### src/rtl/cheri_bp_resolve_sink_pkg.sv
// Shared types for the resolved-branch sink: capability fields, control-flow kinds, update entries.
package cheri_bp_resolve_sink_pkg;

    localparam int unsigned VLEN     = 64;
    localparam int unsigned ADDR_W   = 64;
    localparam int unsigned UPERMS_W = 4;
    localparam int unsigned HPERMS_W = 12;
    localparam int unsigned OTYPE_W  = 18;
    localparam int unsigned EXP_W    = 6;

    typedef logic                bool_t;
    typedef logic [UPERMS_W-1:0] upermsw_t;
    typedef logic [HPERMS_W-1:0] cap_hperms_t;
    typedef logic                cap_flags_t;
    typedef logic [OTYPE_W-1:0]  otypew_t;
    typedef logic                cap_fmt_t;
    typedef logic [EXP_W-1:0]    ew_t;
    typedef logic [ADDR_W-1:0]   addrw_t;
    typedef logic [VLEN-1:0]     vaddr_t;

    typedef enum logic [2:0] {
        NoCF   = 3'd0,
        Branch = 3'd1,
        Jump   = 3'd2,
        JumpR  = 3'd3,
        Return = 3'd4
    } cf_t;

    // Decoded capability, forwarded untouched from branch unit to frontend
    typedef struct packed {
        bool_t       tag;
        upermsw_t    uperms;
        cap_hperms_t hperms;
        cap_flags_t  cap_mode;
        otypew_t     otype;
        cap_fmt_t    int_e;
        ew_t         exp;
        addrw_t      top;
        addrw_t      base;
        addrw_t      addr;
    } cap_t;

    // Predictor-table update: kind 0 = BHT (uses taken), kind 1 = BTB (uses target)
    typedef struct packed {
        logic   kind;
        vaddr_t pc;
        logic   taken;
        vaddr_t target;
    } upd_entry_t;

endpackage

### src/rtl/cheri_bp_resolve_sink_if.sv
// Bundle of resolved-branch input, redirect and update handshakes, and counters.
interface cheri_bp_resolve_sink_if
    import cheri_bp_resolve_sink_pkg::*;
#(
    parameter int unsigned CNT_W = 32
);

    logic        flush_i;
    logic        resolved_branch_valid_i;
    vaddr_t      resolved_branch_pc_i;
    bool_t       resolved_branch_target_address_tag_i;
    upermsw_t    resolved_branch_target_address_uperms_i;
    cap_hperms_t resolved_branch_target_address_hperms_i;
    cap_flags_t  resolved_branch_target_address_cap_mode_i;
    otypew_t     resolved_branch_target_address_otype_i;
    cap_fmt_t    resolved_branch_target_address_int_e_i;
    ew_t         resolved_branch_target_address_exp_i;
    addrw_t      resolved_branch_target_address_top_i;
    addrw_t      resolved_branch_target_address_base_i;
    addrw_t      resolved_branch_target_address_addr_i;
    logic        resolved_branch_is_mispredict_i;
    logic        resolved_branch_is_taken_i;
    cf_t         resolved_branch_cf_type_i;

    logic        redirect_valid_o;
    logic        redirect_ready_i;
    vaddr_t      redirect_pc_o;
    bool_t       redirect_pcc_tag_o;
    upermsw_t    redirect_pcc_uperms_o;
    cap_hperms_t redirect_pcc_hperms_o;
    cap_flags_t  redirect_pcc_cap_mode_o;
    otypew_t     redirect_pcc_otype_o;
    cap_fmt_t    redirect_pcc_int_e_o;
    ew_t         redirect_pcc_exp_o;
    addrw_t      redirect_pcc_top_o;
    addrw_t      redirect_pcc_base_o;
    addrw_t      redirect_pcc_addr_o;

    logic        upd_valid_o;
    logic        upd_ready_i;
    logic        upd_kind_o;
    vaddr_t      upd_pc_o;
    logic        upd_taken_o;
    vaddr_t      upd_target_o;

    logic [CNT_W-1:0] branch_cnt_o;
    logic [CNT_W-1:0] mispredict_cnt_o;
    logic [CNT_W-1:0] dropped_cnt_o;

    // Sink side
    modport slave (
        input  flush_i, resolved_branch_valid_i, resolved_branch_pc_i,
               resolved_branch_target_address_tag_i, resolved_branch_target_address_uperms_i,
               resolved_branch_target_address_hperms_i, resolved_branch_target_address_cap_mode_i,
               resolved_branch_target_address_otype_i, resolved_branch_target_address_int_e_i,
               resolved_branch_target_address_exp_i, resolved_branch_target_address_top_i,
               resolved_branch_target_address_base_i, resolved_branch_target_address_addr_i,
               resolved_branch_is_mispredict_i, resolved_branch_is_taken_i, resolved_branch_cf_type_i,
               redirect_ready_i, upd_ready_i,
        output redirect_valid_o, redirect_pc_o,
               redirect_pcc_tag_o, redirect_pcc_uperms_o, redirect_pcc_hperms_o,
               redirect_pcc_cap_mode_o, redirect_pcc_otype_o, redirect_pcc_int_e_o,
               redirect_pcc_exp_o, redirect_pcc_top_o, redirect_pcc_base_o, redirect_pcc_addr_o,
               upd_valid_o, upd_kind_o, upd_pc_o, upd_taken_o, upd_target_o,
               branch_cnt_o, mispredict_cnt_o, dropped_cnt_o
    );

    // Branch unit / frontend / predictor side
    modport master (
        output flush_i, resolved_branch_valid_i, resolved_branch_pc_i,
               resolved_branch_target_address_tag_i, resolved_branch_target_address_uperms_i,
               resolved_branch_target_address_hperms_i, resolved_branch_target_address_cap_mode_i,
               resolved_branch_target_address_otype_i, resolved_branch_target_address_int_e_i,
               resolved_branch_target_address_exp_i, resolved_branch_target_address_top_i,
               resolved_branch_target_address_base_i, resolved_branch_target_address_addr_i,
               resolved_branch_is_mispredict_i, resolved_branch_is_taken_i, resolved_branch_cf_type_i,
               redirect_ready_i, upd_ready_i,
        input  redirect_valid_o, redirect_pc_o,
               redirect_pcc_tag_o, redirect_pcc_uperms_o, redirect_pcc_hperms_o,
               redirect_pcc_cap_mode_o, redirect_pcc_otype_o, redirect_pcc_int_e_o,
               redirect_pcc_exp_o, redirect_pcc_top_o, redirect_pcc_base_o, redirect_pcc_addr_o,
               upd_valid_o, upd_kind_o, upd_pc_o, upd_taken_o, upd_target_o,
               branch_cnt_o, mispredict_cnt_o, dropped_cnt_o
    );

endinterface

### src/rtl/cheri_bp_resolve_sink.sv
// Consumer of resolved branches: PCC redirect handshake, predictor update FIFO, perf counters.
module cheri_bp_resolve_sink
    import cheri_bp_resolve_sink_pkg::*;
#(
    parameter int unsigned UPD_DEPTH = 4,   // power of two, >= 2
    parameter int unsigned CNT_W     = 32
) (
    input  logic                    clk_i,
    input  logic                    rst_ni,
    cheri_bp_resolve_sink_if.slave  bus
);

    localparam int unsigned PTR_W = $clog2(UPD_DEPTH);
    localparam int unsigned OCC_W = PTR_W + 1;

    typedef enum logic {
        IDLE = 1'b0,
        HOLD = 1'b1
    } state_t;

    state_t           state_q;
    vaddr_t           redir_pc_q;
    cap_t             redir_cap_q;

    upd_entry_t       mem_q [UPD_DEPTH];
    logic [PTR_W-1:0] wr_ptr_q;
    logic [PTR_W-1:0] rd_ptr_q;
    logic [OCC_W-1:0] occ_q;

    logic [CNT_W-1:0] branch_cnt_q;
    logic [CNT_W-1:0] mispredict_cnt_q;
    logic [CNT_W-1:0] dropped_cnt_q;

    cap_t       in_cap_c;
    upd_entry_t entry_c;
    upd_entry_t head_c;
    logic       accept_c;
    logic       wrong_path_c;
    logic       is_bht_c;
    logic       is_btb_c;
    logic       full_c;
    logic       push_c;
    logic       pop_c;
    logic       fifo_drop_c;

    // Gather the flattened target capability into one record
    assign in_cap_c = '{
        tag:      bus.resolved_branch_target_address_tag_i,
        uperms:   bus.resolved_branch_target_address_uperms_i,
        hperms:   bus.resolved_branch_target_address_hperms_i,
        cap_mode: bus.resolved_branch_target_address_cap_mode_i,
        otype:    bus.resolved_branch_target_address_otype_i,
        int_e:    bus.resolved_branch_target_address_int_e_i,
        exp:      bus.resolved_branch_target_address_exp_i,
        top:      bus.resolved_branch_target_address_top_i,
        base:     bus.resolved_branch_target_address_base_i,
        addr:     bus.resolved_branch_target_address_addr_i
    };

    // Acceptance only in IDLE; anything valid while a redirect is pending is wrong-path
    always_comb begin
        accept_c     = 1'b0;
        wrong_path_c = 1'b0;
        is_bht_c     = 1'b0;
        is_btb_c     = 1'b0;
        entry_c      = '0;
        if (bus.resolved_branch_valid_i && !bus.flush_i) begin
            accept_c     = (state_q == IDLE);
            wrong_path_c = (state_q == HOLD);
        end
        is_bht_c       = (bus.resolved_branch_cf_type_i == Branch);
        is_btb_c       = (bus.resolved_branch_cf_type_i == JumpR);
        entry_c.kind   = is_btb_c;
        entry_c.pc     = bus.resolved_branch_pc_i;
        entry_c.taken  = is_bht_c & bus.resolved_branch_is_taken_i;
        entry_c.target = is_btb_c ? bus.resolved_branch_target_address_addr_i[VLEN-1:0] : '0;
    end

    // Full is judged on registered occupancy, so a same-cycle pop does not make room
    always_comb begin
        full_c      = (occ_q == OCC_W'(UPD_DEPTH));
        pop_c       = (occ_q != '0) && bus.upd_ready_i;
        push_c      = accept_c && (is_bht_c || is_btb_c) && !full_c;
        fifo_drop_c = accept_c && (is_bht_c || is_btb_c) && full_c;
    end

    // Redirect FSM: latch PC and target on an accepted mispredict, hold until ready or flush
    always_ff @(posedge clk_i or negedge rst_ni) begin
        if (!rst_ni) begin
            state_q     <= IDLE;
            redir_pc_q  <= '0;
            redir_cap_q <= '0;
        end else begin
            case (state_q)
                IDLE: begin
                    if (accept_c && bus.resolved_branch_is_mispredict_i) begin
                        state_q     <= HOLD;
                        redir_pc_q  <= bus.resolved_branch_pc_i;
                        redir_cap_q <= in_cap_c;
                    end
                end
                HOLD: begin
                    if (bus.flush_i || bus.redirect_ready_i) begin
                        state_q <= IDLE;
                    end
                end
                default: state_q <= IDLE;
            endcase
        end
    end

    // Update FIFO storage and pointers; pointers wrap naturally at the power-of-two depth
    always_ff @(posedge clk_i or negedge rst_ni) begin
        if (!rst_ni) begin
            for (int i = 0; i < UPD_DEPTH; i++) begin
                mem_q[i] <= '0;
            end
            wr_ptr_q <= '0;
            rd_ptr_q <= '0;
            occ_q    <= '0;
        end else begin
            if (push_c) begin
                mem_q[wr_ptr_q] <= entry_c;
                wr_ptr_q        <= wr_ptr_q + PTR_W'(1);
            end
            if (pop_c) begin
                rd_ptr_q <= rd_ptr_q + PTR_W'(1);
            end
            case ({push_c, pop_c})
                2'b10:   occ_q <= occ_q + OCC_W'(1);
                2'b01:   occ_q <= occ_q - OCC_W'(1);
                default: occ_q <= occ_q;
            endcase
        end
    end

    function automatic logic [CNT_W-1:0] sat_inc(input logic [CNT_W-1:0] v);
        return (&v) ? v : v + CNT_W'(1);
    endfunction

    // Saturating performance counters; FIFO and wrong-path drops are mutually exclusive
    always_ff @(posedge clk_i or negedge rst_ni) begin
        if (!rst_ni) begin
            branch_cnt_q     <= '0;
            mispredict_cnt_q <= '0;
            dropped_cnt_q    <= '0;
        end else begin
            if (accept_c && (bus.resolved_branch_cf_type_i != NoCF)) begin
                branch_cnt_q <= sat_inc(branch_cnt_q);
            end
            if (accept_c && bus.resolved_branch_is_mispredict_i) begin
                mispredict_cnt_q <= sat_inc(mispredict_cnt_q);
            end
            if (wrong_path_c || fifo_drop_c) begin
                dropped_cnt_q <= sat_inc(dropped_cnt_q);
            end
        end
    end

    assign head_c = mem_q[rd_ptr_q];

    assign bus.redirect_valid_o        = (state_q == HOLD);
    assign bus.redirect_pc_o           = redir_pc_q;
    assign bus.redirect_pcc_tag_o      = redir_cap_q.tag;
    assign bus.redirect_pcc_uperms_o   = redir_cap_q.uperms;
    assign bus.redirect_pcc_hperms_o   = redir_cap_q.hperms;
    assign bus.redirect_pcc_cap_mode_o = redir_cap_q.cap_mode;
    assign bus.redirect_pcc_otype_o    = redir_cap_q.otype;
    assign bus.redirect_pcc_int_e_o    = redir_cap_q.int_e;
    assign bus.redirect_pcc_exp_o      = redir_cap_q.exp;
    assign bus.redirect_pcc_top_o      = redir_cap_q.top;
    assign bus.redirect_pcc_base_o     = redir_cap_q.base;
    assign bus.redirect_pcc_addr_o     = redir_cap_q.addr;

    assign bus.upd_valid_o  = (occ_q != '0);
    assign bus.upd_kind_o   = head_c.kind;
    assign bus.upd_pc_o     = head_c.pc;
    assign bus.upd_taken_o  = head_c.taken;
    assign bus.upd_target_o = head_c.target;

    assign bus.branch_cnt_o     = branch_cnt_q;
    assign bus.mispredict_cnt_o = mispredict_cnt_q;
    assign bus.dropped_cnt_o    = dropped_cnt_q;

endmodule
### src/flat_wrapper.sv
// flat-port wrapper written by rule: the top's interface ports become plain ports
module cheri_bp_resolve_sink_flat import cheri_bp_resolve_sink_pkg::*;
#(
    parameter int unsigned UPD_DEPTH = 4,                        
    parameter int unsigned CNT_W     = 32
)
  (clk_i, rst_ni, bus_flush_i, bus_resolved_branch_valid_i, bus_resolved_branch_pc_i, bus_resolved_branch_target_address_tag_i, bus_resolved_branch_target_address_uperms_i, bus_resolved_branch_target_address_hperms_i, bus_resolved_branch_target_address_cap_mode_i, bus_resolved_branch_target_address_otype_i, bus_resolved_branch_target_address_int_e_i, bus_resolved_branch_target_address_exp_i, bus_resolved_branch_target_address_top_i, bus_resolved_branch_target_address_base_i, bus_resolved_branch_target_address_addr_i, bus_resolved_branch_is_mispredict_i, bus_resolved_branch_is_taken_i, bus_resolved_branch_cf_type_i, bus_redirect_ready_i, bus_upd_ready_i, bus_redirect_valid_o, bus_redirect_pc_o, bus_redirect_pcc_tag_o, bus_redirect_pcc_uperms_o, bus_redirect_pcc_hperms_o, bus_redirect_pcc_cap_mode_o, bus_redirect_pcc_otype_o, bus_redirect_pcc_int_e_o, bus_redirect_pcc_exp_o, bus_redirect_pcc_top_o, bus_redirect_pcc_base_o, bus_redirect_pcc_addr_o, bus_upd_valid_o, bus_upd_kind_o, bus_upd_pc_o, bus_upd_taken_o, bus_upd_target_o, bus_branch_cnt_o, bus_mispredict_cnt_o, bus_dropped_cnt_o);
  cheri_bp_resolve_sink_if #(.CNT_W(CNT_W)) bus_i ();
  input  logic clk_i;
  input  logic rst_ni;
  input wire logic [$bits(bus_i.flush_i)-1:0] bus_flush_i;
  input wire logic [$bits(bus_i.resolved_branch_valid_i)-1:0] bus_resolved_branch_valid_i;
  input wire logic [$bits(bus_i.resolved_branch_pc_i)-1:0] bus_resolved_branch_pc_i;
  input wire logic [$bits(bus_i.resolved_branch_target_address_tag_i)-1:0] bus_resolved_branch_target_address_tag_i;
  input wire logic [$bits(bus_i.resolved_branch_target_address_uperms_i)-1:0] bus_resolved_branch_target_address_uperms_i;
  input wire logic [$bits(bus_i.resolved_branch_target_address_hperms_i)-1:0] bus_resolved_branch_target_address_hperms_i;
  input wire logic [$bits(bus_i.resolved_branch_target_address_cap_mode_i)-1:0] bus_resolved_branch_target_address_cap_mode_i;
  input wire logic [$bits(bus_i.resolved_branch_target_address_otype_i)-1:0] bus_resolved_branch_target_address_otype_i;
  input wire logic [$bits(bus_i.resolved_branch_target_address_int_e_i)-1:0] bus_resolved_branch_target_address_int_e_i;
  input wire logic [$bits(bus_i.resolved_branch_target_address_exp_i)-1:0] bus_resolved_branch_target_address_exp_i;
  input wire logic [$bits(bus_i.resolved_branch_target_address_top_i)-1:0] bus_resolved_branch_target_address_top_i;
  input wire logic [$bits(bus_i.resolved_branch_target_address_base_i)-1:0] bus_resolved_branch_target_address_base_i;
  input wire logic [$bits(bus_i.resolved_branch_target_address_addr_i)-1:0] bus_resolved_branch_target_address_addr_i;
  input wire logic [$bits(bus_i.resolved_branch_is_mispredict_i)-1:0] bus_resolved_branch_is_mispredict_i;
  input wire logic [$bits(bus_i.resolved_branch_is_taken_i)-1:0] bus_resolved_branch_is_taken_i;
  input wire logic [$bits(bus_i.resolved_branch_cf_type_i)-1:0] bus_resolved_branch_cf_type_i;
  input wire logic [$bits(bus_i.redirect_ready_i)-1:0] bus_redirect_ready_i;
  input wire logic [$bits(bus_i.upd_ready_i)-1:0] bus_upd_ready_i;
  output wire logic [$bits(bus_i.redirect_valid_o)-1:0] bus_redirect_valid_o;
  output wire logic [$bits(bus_i.redirect_pc_o)-1:0] bus_redirect_pc_o;
  output wire logic [$bits(bus_i.redirect_pcc_tag_o)-1:0] bus_redirect_pcc_tag_o;
  output wire logic [$bits(bus_i.redirect_pcc_uperms_o)-1:0] bus_redirect_pcc_uperms_o;
  output wire logic [$bits(bus_i.redirect_pcc_hperms_o)-1:0] bus_redirect_pcc_hperms_o;
  output wire logic [$bits(bus_i.redirect_pcc_cap_mode_o)-1:0] bus_redirect_pcc_cap_mode_o;
  output wire logic [$bits(bus_i.redirect_pcc_otype_o)-1:0] bus_redirect_pcc_otype_o;
  output wire logic [$bits(bus_i.redirect_pcc_int_e_o)-1:0] bus_redirect_pcc_int_e_o;
  output wire logic [$bits(bus_i.redirect_pcc_exp_o)-1:0] bus_redirect_pcc_exp_o;
  output wire logic [$bits(bus_i.redirect_pcc_top_o)-1:0] bus_redirect_pcc_top_o;
  output wire logic [$bits(bus_i.redirect_pcc_base_o)-1:0] bus_redirect_pcc_base_o;
  output wire logic [$bits(bus_i.redirect_pcc_addr_o)-1:0] bus_redirect_pcc_addr_o;
  output wire logic [$bits(bus_i.upd_valid_o)-1:0] bus_upd_valid_o;
  output wire logic [$bits(bus_i.upd_kind_o)-1:0] bus_upd_kind_o;
  output wire logic [$bits(bus_i.upd_pc_o)-1:0] bus_upd_pc_o;
  output wire logic [$bits(bus_i.upd_taken_o)-1:0] bus_upd_taken_o;
  output wire logic [$bits(bus_i.upd_target_o)-1:0] bus_upd_target_o;
  output wire logic [$bits(bus_i.branch_cnt_o)-1:0] bus_branch_cnt_o;
  output wire logic [$bits(bus_i.mispredict_cnt_o)-1:0] bus_mispredict_cnt_o;
  output wire logic [$bits(bus_i.dropped_cnt_o)-1:0] bus_dropped_cnt_o;
  assign bus_i.flush_i = bus_flush_i;
  assign bus_i.resolved_branch_valid_i = bus_resolved_branch_valid_i;
  assign bus_i.resolved_branch_pc_i = bus_resolved_branch_pc_i;
  assign bus_i.resolved_branch_target_address_tag_i = bus_resolved_branch_target_address_tag_i;
  assign bus_i.resolved_branch_target_address_uperms_i = bus_resolved_branch_target_address_uperms_i;
  assign bus_i.resolved_branch_target_address_hperms_i = bus_resolved_branch_target_address_hperms_i;
  assign bus_i.resolved_branch_target_address_cap_mode_i = bus_resolved_branch_target_address_cap_mode_i;
  assign bus_i.resolved_branch_target_address_otype_i = bus_resolved_branch_target_address_otype_i;
  assign bus_i.resolved_branch_target_address_int_e_i = bus_resolved_branch_target_address_int_e_i;
  assign bus_i.resolved_branch_target_address_exp_i = bus_resolved_branch_target_address_exp_i;
  assign bus_i.resolved_branch_target_address_top_i = bus_resolved_branch_target_address_top_i;
  assign bus_i.resolved_branch_target_address_base_i = bus_resolved_branch_target_address_base_i;
  assign bus_i.resolved_branch_target_address_addr_i = bus_resolved_branch_target_address_addr_i;
  assign bus_i.resolved_branch_is_mispredict_i = bus_resolved_branch_is_mispredict_i;
  assign bus_i.resolved_branch_is_taken_i = bus_resolved_branch_is_taken_i;
  assign bus_i.resolved_branch_cf_type_i = bus_resolved_branch_cf_type_i;
  assign bus_i.redirect_ready_i = bus_redirect_ready_i;
  assign bus_i.upd_ready_i = bus_upd_ready_i;
  assign bus_redirect_valid_o = bus_i.redirect_valid_o;
  assign bus_redirect_pc_o = bus_i.redirect_pc_o;
  assign bus_redirect_pcc_tag_o = bus_i.redirect_pcc_tag_o;
  assign bus_redirect_pcc_uperms_o = bus_i.redirect_pcc_uperms_o;
  assign bus_redirect_pcc_hperms_o = bus_i.redirect_pcc_hperms_o;
  assign bus_redirect_pcc_cap_mode_o = bus_i.redirect_pcc_cap_mode_o;
  assign bus_redirect_pcc_otype_o = bus_i.redirect_pcc_otype_o;
  assign bus_redirect_pcc_int_e_o = bus_i.redirect_pcc_int_e_o;
  assign bus_redirect_pcc_exp_o = bus_i.redirect_pcc_exp_o;
  assign bus_redirect_pcc_top_o = bus_i.redirect_pcc_top_o;
  assign bus_redirect_pcc_base_o = bus_i.redirect_pcc_base_o;
  assign bus_redirect_pcc_addr_o = bus_i.redirect_pcc_addr_o;
  assign bus_upd_valid_o = bus_i.upd_valid_o;
  assign bus_upd_kind_o = bus_i.upd_kind_o;
  assign bus_upd_pc_o = bus_i.upd_pc_o;
  assign bus_upd_taken_o = bus_i.upd_taken_o;
  assign bus_upd_target_o = bus_i.upd_target_o;
  assign bus_branch_cnt_o = bus_i.branch_cnt_o;
  assign bus_mispredict_cnt_o = bus_i.mispredict_cnt_o;
  assign bus_dropped_cnt_o = bus_i.dropped_cnt_o;
  cheri_bp_resolve_sink #(.UPD_DEPTH(UPD_DEPTH), .CNT_W(CNT_W)) u_core (.clk_i(clk_i), .rst_ni(rst_ni), .bus(bus_i));
endmodule
### config.mk
export PLATFORM = sky130hd
export DESIGN_NAME = cheri_bp_resolve_sink_flat
export DESIGN_NICKNAME = d
export VERILOG_FILES = /design/src/rtl/cheri_bp_resolve_sink_pkg.sv /design/src/rtl/cheri_bp_resolve_sink_if.sv /design/src/rtl/cheri_bp_resolve_sink.sv /design/src/flat_wrapper.sv
export SDC_FILE = /design/constraint.sdc
export NUM_CORES = 2
export LEC_CHECK = 0
export BUFFER_PORTS_ARGS = -buffer_cell sky130_fd_sc_hd__buf_2
export CAP_MARGIN = 25
export CORE_AREA = 2 2 360 362
export DETAILED_ROUTE_END_ITERATION = 6
export DIE_AREA = 0 0 362 364
export PLACE_DENSITY = 0.52
export SYNTH_ARGS = -nofsm -noshare
export SYNTH_HDL_FRONTEND = slang
export SYNTH_SLANG_ARGS = --single-unit
### constraint.sdc
create_clock -name clk_i -period 2.2 [get_ports clk_i]
set_input_delay 0 -clock clk_i [delete_from_list [all_inputs] [get_ports clk_i]]
set_output_delay 0 -clock clk_i [all_outputs]
set_load 0.005 [all_outputs]
==> summary.md <==
| Metric | Value |
|---|---|
| Post-Route WL | between 100 and 150 mm |
| RSZ-0062 raised after global routing | yes |
| CP bufs+invs | 4 |
| Final Cycle Share | 1.06 |
| Top-count cell post-synth | nand2_1 |
| Reg-to-Reg End | u_core.bus.mispredict_cnt_o[6]$_DFFE_PN0P_ |
| Largest net degree at the start of global routing | between 100 and 150 |
| Max IR drop VDD | 0.658 mV |
| Failing checks | negative setup slack |
| Post-DP HPWL | about 95 mm |
| CTS root buf | clkbuf_16 |
| Hold Crit Class | primary input to flop |
| Ratio of cells with drive above 1 in the final layout | 0.336 |
| Total gr overflow | 0 |
| CP required | 2.20 ns |
| Initial antenna violation count | 16 |
| Reg2reg path depth | 6 |
| Die height | roughly 360 um |
| Worst setup EP type | primary output |
| Fin. Hold Viols | 0 |
| Leak | about 0.027 uW |
| Clock buffer depth | 3 |
| Post-layout minimum cycle time | 2.33 ns |
| Sequential share of the synthesized area | 0.606 |
| Clock slew at reported path FFs | 0.06 ns |
| Power Density | roughly 1000 mW/mm2 |
| I/O Pins | around 840 |
| Slew Viols, Final | 0 |
| GRT Total Usage | 0.201 |
| Critical Path, Cell by Cell | buf_12 > buf_4 > buf_12 > mux4_2 > buf_6 |
| R2R Path Start | u_core.bus.mispredict_cnt_o[31]$_DFFE_PN0P_ |
| Setup crit end | bus_upd_target_o[28] |
| R2R setup slack | 0.08 ns |
| # setup viols final | 117 |
| Mux cell area share after synthesis | 0.154 |
| Top cell type by total area after synthesis | dfrtp_1 |
| Layout area overhead | 43.0% |
| Rel. slew slack | 0.482 |
| WL/cell | 20.7 um |
| Pre-Repair DR Iteration Count | 5 |
| # DRC | 0 |
| Synthesized cell area | 0.0381 mm2 |
| Main synth FF type | dfrtp_1 |
| Top cell type's share of synthesized area | 0.606 |
| Final core utilization | 0.425 |
| H-tree Lvls | 3 |
| Status | complete, but fails checks |
| Crit path top cell by count | buf_12 |
| Worst Max-Slew Pin Slew | 0.777 ns |
| Vias | approximately 30k |
| CP max FO | 9 |
| Die Wd | 362 um |
| Largest cells by area after synthesis | dfrtp_1 (61%), nand2_1 (12%), mux2_2 (7.7%) |
| Syn. warnings | 0 |
| CP Data Arrival Time | 2.33 ns |
| Setup Crit Path Kind | flop to primary output |
| Starting density of the core | 0.297 |
| Core Rows | 132 |
| FMAX | 0.429 GHz |
| DR vias/cell | 4.67 |
| Number of global-route vias before repair | between 30k and 40k |
| CTS Buf Count | 105 |
| Crit path from | u_core.rd_ptr_q[0]$_DFFE_PN0P_ |
| Port bufs | 836 |
| Clock Latency Late Sink | 0.72 ns |
| Sink Count | around 900 |
| HP Start | bus_resolved_branch_target_address_addr_i[60] |
| Crit start category | flop |
| Final worst slack | -0.133 ns |
| Synth Area in XOR/XNOR | 0.0214 |
| Die area | 0.132 mm2 |
| Setup TNS | -6.85 ns |
| DRT iter0 DRCs | 1893 |
| Compound-gate portion of the synthesized area | 0.0382 |
| RePlAce Congestion | 0.870 |
| Number of enable flip-flop cells after synthesis | 0 |
| Core footprint | roughly 0.13 mm2 |
| Post-route ant nets | 0 |
| Post-Route Skew | 0.0410 ns |
| Finished Layout Cells | 6504 |
| Post-Synth Adder-Cell Area | 0.00315 |
| Avg Inst Size Synth | 11.3 um2 |
| Net count, final | 5047 |
| First-pass GRT wire length | 201 mm |
| Levels on crit path | 5 |
| TritonCTS clock tree | yes |
| Main combinational cell family by area after synthesis | simple AND/OR/NAND/NOR gates |
| Worst path max stage delay | 0.54 ns |
| Fraction of registers with async set or reset after synthesis | 1.00 |
| Max-Cap Viols | 0 |
| Synth cell types | 49 |
| Largest delay share family, worst path | buffers and inverters |
| Cells after Synth | between 3k and 4k |
| Dpl cells | between 5k and 6k |
| Crit path max-delay cell type | mux4_2 |
| Post-Synth Simple-Gate Area | 0.156 |
| Post-synth net total | about 3.7k |
| Synthesized flop and latch total | 923 |
| Fillcell total | 12.2k |
| Synth top cells by count | nand2_1 (1269), dfrtp_1 (923), o21ai_0 (266) |
-- per-stage QoR --
stage	cell area, um2	hold slack (ns)	worst slack [ns]	power (uW)
after global placement	45700	-0.0673	0.103	35700
after floorplan	38100	-0.296	0.00959	29100
after detailed placement	45700	-0.0675	0.0578	35900
after CTS	54200	0.00129	-0.236	57100
after global routing	54500	0.0511	-0.221	59500
final	54500	0.0714	-0.133	56700
-- sequential cells by signal, indices dropped and copies added, names as in the netlist --
register                            count
u_core.bus.redirect_pcc_otype_o        18
u_core.bus.redirect_pcc_hperms_o       12
u_core.bus.redirect_pcc_addr_o         64
u_core.bus.mispredict_cnt_o            32
u_core.bus.redirect_pc_o               64
u_core.wr_ptr_q                         2
u_core.mem_q                          520
u_core.bus.redirect_pcc_int_e_o         1
u_core.bus.redirect_pcc_exp_o           6
u_core.bus.redirect_pcc_cap_mode_o      1
u_core.rd_ptr_q                         2
u_core.bus.redirect_pcc_tag_o           1
u_core.bus.redirect_pcc_uperms_o        4
u_core.occ_q                            3
u_core.bus.dropped_cnt_o               32
u_core.bus.branch_cnt_o                32
u_core.bus.redirect_pcc_base_o         64
u_core.bus.redirect_pcc_top_o          64
u_core.bus.redirect_valid_o             1
-- final cells by class --
| type | count | area [um2] | share of cell area |
|---|---|---|---|
| Clock inverter | 50 | 688 | 0.0126 |
| Sequential cell | 923 | 23100 | 0.424 |
| Timing Repair Buffer | 1442 | 11200 | 0.205 |
| Antenna cell | 15 | 37.5 | 0.000689 |
| Clock buffer | 143 | 3050 | 0.0560 |
| Inverter | 14 | 52.6 | 0.000964 |
| Tap cell | 1675 | 2100 | 0.0384 |
| Multi-Input combinational cell | 2242 | 14300 | 0.262 |
-- what timing repair did --
action	in CTS	in global routing
hold buffers	418	0
cloned	3	4
setup buffers	22	1
endpoints found under the hold margin	1768	0
endpoints found under the setup margin	128	155
pin swaps	0	1
gates resized for setup	65	36
-- where the power goes --
part | internal (uW) | switching, uW | total [uW]
clock | 11500 | 7450 | 18900
sequential | 20500 | 1890 | 22400
combinational | 8320 | 7040 | 15400
total | 40300 | 16400 | 56700
-- layer usage --
layer / vias up / part of all wire / wire length [um] / GRT usage
met5: - / 0 / 0 / 0
met4: 0 / 0.041 / 5560 / 0.0909
met3: 216 / 0.059 / 7940 / 0.0458
met2: 910 / 0.49 / 66400 / 0.335
met1: 15200 / 0.41 / 54600 / 0.247
li1: 14100 / - / - / -
-- placed cells by master, fill, tap and decap left out, drive strengths merged, types with 15 or more instances in the layout --
cell / count
bufinv: 15
buf: 1020
xor2: 31
mux2: 260
nand2: 1269
diode: 15
nor2: 28
clkbuf: 147
dfrtp: 923
mux4: 130
dlygate4sd3: 418
o21ai: 266
inv: 18
xnor2: 62
nand3: 38
nand4: 43
nor3: 17
and3: 22
clkinv: 28
-- worst min-delay path, cell delays in order --
cell and delay, ns:
dlygate4sd3_1 0.53, buf_2 0.11, nand2_1 0.04, nand2_1 0.05
-- cells by family (layout without fill, tap and decap cells) --
group           count (synthesis)  after routing
simple gates                 1465           1465
flops                         923            923
mux                           392            392
compound gates                283            283
buf+inv                       211           1649
xor+xnor                       93             93
fa+ha+maj                       9              9
other cells                     0             15
-- how the worst min path moves through the flow --
stage / endpoint / slack (ns) / cells after the start
floorplan: u_core.bus.branch_cnt_o[0]$_DFFE_PN0P_ / -0.30 / 0
global placement: u_core.bus.redirect_pcc_top_o[34]$_DFFE_PN0P_ / -0.07 / 1
detailed placement: u_core.bus.redirect_pcc_top_o[38]$_DFFE_PN0P_ / -0.07 / 1
CTS: u_core.bus.redirect_pcc_addr_o[48]$_DFFE_PN0P_ / 0.001 / 4
global route: u_core.bus.redirect_pcc_base_o[34]$_DFFE_PN0P_ / 0.05 / 4
finish: u_core.bus.redirect_pcc_addr_o[60]$_DFFE_PN0P_ / 0.07 / 4
(Power assumes the default switching activity.)
